==> src/rtl/cpu_types_pkg.sv <==
// Shared types for the memory-side responder: RAM handshake states,
// data words and the arbiter FSM encoding.
package cpu_types_pkg;

    typedef enum logic [1:0] {
        FREE   = 2'd0,
        BUSY   = 2'd1,
        ACCESS = 2'd2,
        ERROR  = 2'd3
    } ramstate_t;

    typedef logic [31:0] word_t;

    typedef enum logic [1:0] {
        IDLE,
        DGRANT,
        IGRANT,
        TURN
    } memctl_state_t;

    localparam int unsigned TIMEOUT_W = 8;

endpackage

==> src/rtl/memctl_timeout.sv <==
// Grant watchdog: 8-bit cycle counter with synchronous clear/enable and
// an expire flag raised when the count reaches LIMIT.
module memctl_timeout
    import cpu_types_pkg::*;
#(
    parameter logic [TIMEOUT_W-1:0] LIMIT = '1
) (
    input  logic clk,
    input  logic rst_n,
    input  logic clr,
    input  logic en,
    output logic expire
);

    logic [TIMEOUT_W-1:0] count_q, count_d;

    always_comb begin
        count_d = count_q;
        if (clr) begin
            count_d = '0;
        end else if (en) begin
            count_d = count_q + TIMEOUT_W'(1);
        end
    end

    always_ff @(posedge clk or negedge rst_n) begin
        if (!rst_n) begin
            count_q <= '0;
        end else begin
            count_q <= count_d;
        end
    end

    assign expire = (count_q == LIMIT);

endmodule

==> src/rtl/memory_control.sv <==
// Arbitrates fetch and data requests onto a single RAM port; data wins ties.
// Handshake outputs are combinational so a completing access is seen the same cycle.
module memory_control
    import cpu_types_pkg::*;
#(
    parameter int unsigned WORD_W  = 32,
    parameter int unsigned ADDR_W  = 32,
    parameter int unsigned TIMEOUT = 255
) (
    input  logic              CLK,
    input  logic              nRST,
    input  logic              iREN,
    input  logic [ADDR_W-1:0] iaddr,
    output logic [WORD_W-1:0] iload,
    output logic              iwait,
    input  logic              dREN,
    input  logic              dWEN,
    input  logic [ADDR_W-1:0] daddr,
    input  logic [WORD_W-1:0] dstore,
    output logic [WORD_W-1:0] dload,
    output logic              dwait,
    output logic              dhit,
    output logic              ramREN,
    output logic              ramWEN,
    output logic [ADDR_W-1:0] ramaddr,
    output logic [WORD_W-1:0] ramstore,
    input  logic [WORD_W-1:0] ramload,
    input  logic [1:0]        ramstate,
    output logic              err
);

    memctl_state_t state_q, state_d;
    logic          err_q, err_d;
    ramstate_t     rs;
    logic          dreq, grant, expire, cnt_en, cnt_clr;

    assign rs    = ramstate_t'(ramstate);
    assign dreq  = dREN | dWEN;
    assign grant = (state_q == DGRANT) || (state_q == IGRANT);

    // A dropped request outranks ERROR/ACCESS seen in the same cycle.
    always_comb begin
        state_d = state_q;
        err_d   = err_q;
        case (state_q)
            IDLE: begin
                if (dreq)      state_d = DGRANT;
                else if (iREN) state_d = IGRANT;
            end
            DGRANT, IGRANT: begin
                if (!((state_q == DGRANT) ? dreq : iREN)) begin
                    state_d = IDLE;
                end else if (rs == ERROR || (rs != ACCESS && expire)) begin
                    state_d = IDLE;
                    err_d   = 1'b1;
                end else if (rs == ACCESS) begin
                    state_d = TURN;
                end
            end
            default: state_d = IDLE;
        endcase
    end

    assign cnt_en  = grant && (rs != ACCESS);
    assign cnt_clr = !grant || (state_d != state_q);

    memctl_timeout #(
        .LIMIT(TIMEOUT_W'(TIMEOUT))
    ) u_timeout (
        .clk   (CLK),
        .rst_n (nRST),
        .clr   (cnt_clr),
        .en    (cnt_en),
        .expire(expire)
    );

    always_ff @(posedge CLK or negedge nRST) begin
        if (!nRST) begin
            state_q <= IDLE;
            err_q   <= 1'b0;
        end else begin
            state_q <= state_d;
            err_q   <= err_d;
        end
    end

    always_comb begin
        ramREN   = 1'b0;
        ramWEN   = 1'b0;
        ramaddr  = '0;
        ramstore = '0;
        iwait    = iREN;
        dwait    = dreq;
        dhit     = 1'b0;
        iload    = '0;
        dload    = '0;
        case (state_q)
            DGRANT: begin
                ramREN   = dREN & ~dWEN;
                ramWEN   = dWEN;
                ramaddr  = daddr;
                ramstore = dstore;
                if (rs == ACCESS && dreq) begin
                    dwait = 1'b0;
                    dhit  = 1'b1;
                    dload = dWEN ? '0 : ramload;
                end
            end
            IGRANT: begin
                ramREN  = 1'b1;
                ramaddr = iaddr;
                if (rs == ACCESS && iREN) begin
                    iwait = 1'b0;
                    iload = ramload;
                end
            end
            default: ;
        endcase
    end

    assign err = err_q;

endmodule
==> config.mk <==
export PLATFORM = sky130hd
export DESIGN_NAME = memory_control
export DESIGN_NICKNAME = d
export VERILOG_FILES = /design/src/rtl/cpu_types_pkg.sv /design/src/rtl/memctl_timeout.sv /design/src/rtl/memory_control.sv
export SDC_FILE = /design/constraint.sdc
export NUM_CORES = 1
export LEC_CHECK = 0
export CAP_MARGIN = 25
export CORE_AREA = 5 5 102 104
export DETAILED_ROUTE_END_ITERATION = 16
export DIE_AREA = 0 0 107 109
export GPL_ROUTABILITY_DRIVEN = 0
export MAX_ROUTING_LAYER = met4
export PLACE_DENSITY = 0.78
export SLEW_MARGIN = 20
export SYNTH_ARGS = -nofsm -noshare
export SYNTH_HDL_FRONTEND = slang
export SYNTH_HIERARCHICAL = 1
export SYNTH_SLANG_ARGS = --single-unit
==> constraint.sdc <==
create_clock -name CLK -period 2.4 [get_ports CLK]
set_clock_uncertainty 0.15 [all_clocks]
set_input_delay 0.48 -clock CLK [delete_from_list [all_inputs] [get_ports CLK]]
set_output_delay 0.48 -clock CLK [all_outputs]
set_load 0.01 [all_outputs]
== Yosys cells after proc, flatten, opt, wreduce, memory -nomap -nowiden ==
Index checks and enable logic that the tools add are counted.
Widths: inputs -> output; s select.

* RAM bits: 0
* Bits in registers: 11
* Logic and storage cells: 50
* Bits in latches: 0
* Memories kept: 0
* ROM bits: 0

* Magnitude comparators: 0
* Divide/modulo/power cells: 0
* Reduce and logical (&&, ||, !) cells: 12
* Eq/ne operators: 7
* Mux-type cells: 24
* Bitwise gates (word level): 3
* Add/subtract/negate cells: 1
* Multiply operators: 0
* Shift operators: 0

{| class="wikitable"
|+ Operator list
! operator !! count
|-
| $mux 32 || 6
|-
| $pmux 32 s2 || 1
|-
| $mux 8 || 2
|-
| $mux 2 || 5
|-
| $add 8x1->8 const B || 1
|-
| $eq 8x8->1 const B || 1
|-
| $mux 1 || 8
|-
| $eq 2x2->1 const B || 3
|-
| $logic_and 1x1->1 || 4
|-
| $pmux 2 s2 || 1
|-
| $logic_or 1x1->1 || 3
|-
| $reduce_and 3->1 || 1
|-
| $eq 2x1->1 const B || 1
|-
| $logic_not 2->1 || 1
|-
| $ne 2x2->1 || 1
|-
| $ne 2x2->1 const B || 1
|-
| $pmux 1 s2 || 1
|-
| $reduce_bool 2->1 || 1
|-
| $reduce_or 2->1 || 1
|-
| $and 1x1->1 || 1
|-
| $logic_not 1->1 || 1
|-
| $not 1->1 || 1
|-
| $or 1x1->1 || 1
|}

== Longest topological paths before layout ==
* Depth after elaboration: 9
* Mapped depth: 9

== Hierarchy ==
Netlist, hierarchy kept.

{| class="wikitable"
|+ By module, submodules not included
! module !! times used !! area an instance (µm²) !! seq. area each (µm²) !! cells each
|-
| memory_control || 1 || 1,452.6 || 75.1 || 227
|-
| memctl_timeout || 1 || 396.6 || 200.2 || 39
|}

== Least setup slack after synthesis ==
OpenSTA, ideal clock, no wires.

* Path kind: register -> output
* Start: reg state_q[0]
* End: out iload[10]
* Data arrival time: 1.496 ns
* Slack: 0.274 ns
* Cell stages (with the launch flop): 7
* Path through: dfrtp_1 > inv_1 > ha_1 > clkbuf_1 > and3_2 > clkbuf_1 > and2_1

* Cells in the longest elaborated chain, start to end: 2

{| class="wikitable"
|+ Ends and longest elaborated chain
! item !! RTL line !! RTL
|-
| start, declared || memory_control.sv:32 || <nowiki>memctl_state_t state_q, state_d;</nowiki>
|-
| start signal, assigned || memory_control.sv:82 || <nowiki>state_q <= state_d;</nowiki>
|-
| $eq 2x2->1 || memory_control.sv:97 || <nowiki>case (state_q)</nowiki>
|-
| $mux 32 || memory_control.sv:97 ||
|-
| end, declared || memory_control.sv:14 || <nowiki>output logic [WORD_W-1:0] iload,</nowiki>
|}

Every way passes these cells.

== Final worst setup path ==
* Start: reg state_q[1]
* End: out ramstore[1]

* Cells in the longest elaborated chain, start to end: 2

{| class="wikitable"
|+ Ends and longest elaborated chain
! item !! RTL line !! RTL
|-
| $eq 2x1->1 || memory_control.sv:97 ||
|-
| $mux 32 || memory_control.sv:97 ||
|-
| end, declared || memory_control.sv:26 || <nowiki>output logic [WORD_W-1:0] ramstore,</nowiki>
|}

Every way passes these cells.

==> metrics <==
status=finished, final reports clean; Pint=0.001755 W; slowest CP cell=clkdlybuf4s50_1; number of synthesized flops with an enable pin=0; starting density of the core=19.55%; Mapped Area=1849 sq um; Final period util=98.67%; core outline area=9459 sq um; synthesized-area fraction occupied by adder cells=3.383%; Psw=0.001491 W; sequential area share after synthesis=14.88%; post-DP HPWL=9401 um; Comb power frac=86.8%; Synth Area in Simple Gates=50.68%; CP Buf/Inv Count=3; CTS tree=yes; via density per instance=4.585; VDD IR max=453.1 uV; synth top area cells=and2_1 (26%), dfrtp_1 (15%), a22oi_1 (13%); Slew Viols, Final=0; Final Util=51.44%; CTS Buffer Depth=2; Num CTS Buffers=3; Tot GR Track Use=18.67%; clk sinks=11; WL final=11860 um; final setup fails=0; H-tree depth=1; proportion of layout cells with a drive suffix above 1=26.80%; Static Leakage=2.418 nW; fin cells=655; Boundary Pins=269; slew margin rel.=66.60%; WP data arrival=1.74 ns; Hold-fix buffers, CTS=0; wire per inst=18.10 um; Synth Area in XOR/XNOR=1.894%; min cycle time layout=2.368 ns; antenna viol nets, final=0; post-synthesis compound-gate area fraction=21.79%; Root Buffer=clkbuf_8; Netlist cell types=38; Via Count=3003; yosys warns=6; Setup crit end kind=output port; Flop pwr share=7.5%; synth-to-layout area growth=163.1%; Worst path max stage delay=0.54 ns; DRT iter0 DRCs=188; Final Hold Slack=0.3232 ns; switching share of power=45.93%; synthesized net count=406; DIE HEIGHT=109 um; critical path class=register to output port; ys async rst share=100.0%; power per cell area=667.2 nW/um^2; syn avg cell area=6.952 sq um; diode count=0; fmax=0.4223 GHz; top cell type's share of synthesized area=26.05%; synthesized instance count=266; number of cells after detailed placement=642; initial antenna violation count=0; Setup TNS=0 ns; RSZ-0062 raised after global routing=true; Fin. Hold Viols=0; first-pass GRT wire length=16780 um; CP max FO=16; prevailing post-synth register cell=dfrtp_1; max_cap viols=0; Reg clk slew, reported paths=0.05 ns; clock share of power=5.8%; cell taking the most area after synthesis=and2_1; final net count=682; Worst-Skew Late Latency=0.24 ns; Top delay family on crit path=buffers and inverters; critical path launch point type=register; Worst R2R Setup Slack=0.20 ns; chip width=107 um; largest net degree at the start of global routing=35; FP Rows=36; total grt overflow=0; worst path cell trace=inv_2 -> ha_4 -> buf_6 -> and2_1 -> clkdlybuf4s50_1; Design Power=0.003247 W; die footprint=11660 sq um; Critical Path RT=1.77 ns; HP Class=register to register; TritonRoute pass-1 iters=4; post-synthesis register bit count=11; largest family of logic cells by synthesized area=simple AND/OR/NAND/NOR gates; Least-Margin Pin Slew=0.4994 ns; top-count cell post-synth=and2_1; I/O Buffers=268; number of remaining DRC errors=0; vias in the first global route=3021; mux contribution to synthesized area=1.150%; Commonest cells post-synth=and2_1 (77), nor2_1 (42), a22oi_1 (32), and2_2 (20), clkbuf_1 (15)
layer usage:
layer	track usage [%]	vias up	share of wire [%]
li1	-	1448	-
met1	20.58	1395	38
met2	35.39	150	54
met3	3.197	10	7.4
met4	3.744	0	1.3
met5	-	-	0
cell families (layout without fill, tap and decap cells):
group	Yosys count	after routing
multiplexers	2	2
buffers and inverters	27	302
AND/OR/NAND/NOR	158	158
adder cells (fa/ha/maj)	5	5
XOR/XNOR	4	4
flip-flops	11	11
AO/OA/AOI/OAI	59	59
power by group through the flow:
stage | sequential [W] | combinational (W) | clock (W)
2_1_floorplan | 0.000251 | 0.00126 | 0
3_3_place_gp | 0.000234 | 0.00277 | 0
3_5_place_dp | 0.000236 | 0.00282 | 0
4_1_cts | 0.000240 | 0.00276 | 0.000194
5_1_grt | 0.000246 | 0.00303 | 0.000203
6_report | 0.000242 | 0.00282 | 0.000188
through the flow:
step	cell area [sq um]	setup WS (ns)
6_report	4866	0.03186
3_5_place_dp	4755	-0.5837
3_3_place_gp	4755	-0.5641
5_1_grt	4866	-0.06364
2_1_floorplan	1849	0.2738
4_1_cts	4788	0.0009110
final timing paths:
check / startpoint / endpoint / cells past startpoint
hold reg to reg: err / err / 1
hold / removal: err / err / 1
min in group asynchronous: nRST / u_timeout/count_q[5] / 1
setup / recovery: state_q[1] / ramstore[1] / 5
max in group asynchronous: nRST / state_q[0] / 1
setup reg to reg: state_q[1] / u_timeout/count_q[2] / 10
repair_timing:
| item | in CTS | in global routing |
|---|---|---|
| buffers inserted | 5 | 1 |
| hold endpoints to repair | 0 | 0 |
| gates resized for setup | 254 | 134 |
| endpoints found under the setup margin | 133 | 114 |
| pin swaps | 2 | 16 |
| cloned | 4 | 0 |
cell usage in the layout (no fill, tap or decap), types with 3 or more instances in the layout:
cell / instances
nand2_1: 3
clkdlybuf4s50_1: 133
buf_12: 6
dlygate4sd2_1: 30
a21oi_1: 8
buf_2: 16
clkbuf_8: 3
and2_4: 16
xor2_1: 3
dfrtp_1: 10
buf_6: 20
a22oi_2: 8
a22oi_1: 24
and2_2: 8
nand3_1: 4
ha_1: 3
o21ai_0: 10
nor2_1: 41
dlymetal6s2s_1: 15
clkdlybuf4s15_1: 23
clkbuf_2: 30
buf_4: 13
and2_1: 73
or3_1: 3
clkdlybuf4s15_2: 5
state kept, by name, indices dropped and copies added (netlist names):
name and cells:
err 1, state_q 2, u_timeout/count_q 8
cell type report:
cell class / instances / area [sq um]
multi-input cells: 228 / 1555
repair buffers: 294 / 2829
clock buffers: 3 / 41.29
fillers: 915 / 4593
inverters: 4 / 16.27
clock inverters: 1 / 5.005
flip-flops and latches: 11 / 276.5
well taps: 114 / 142.6
Note: power is estimated with default switching activity, not from simulation.
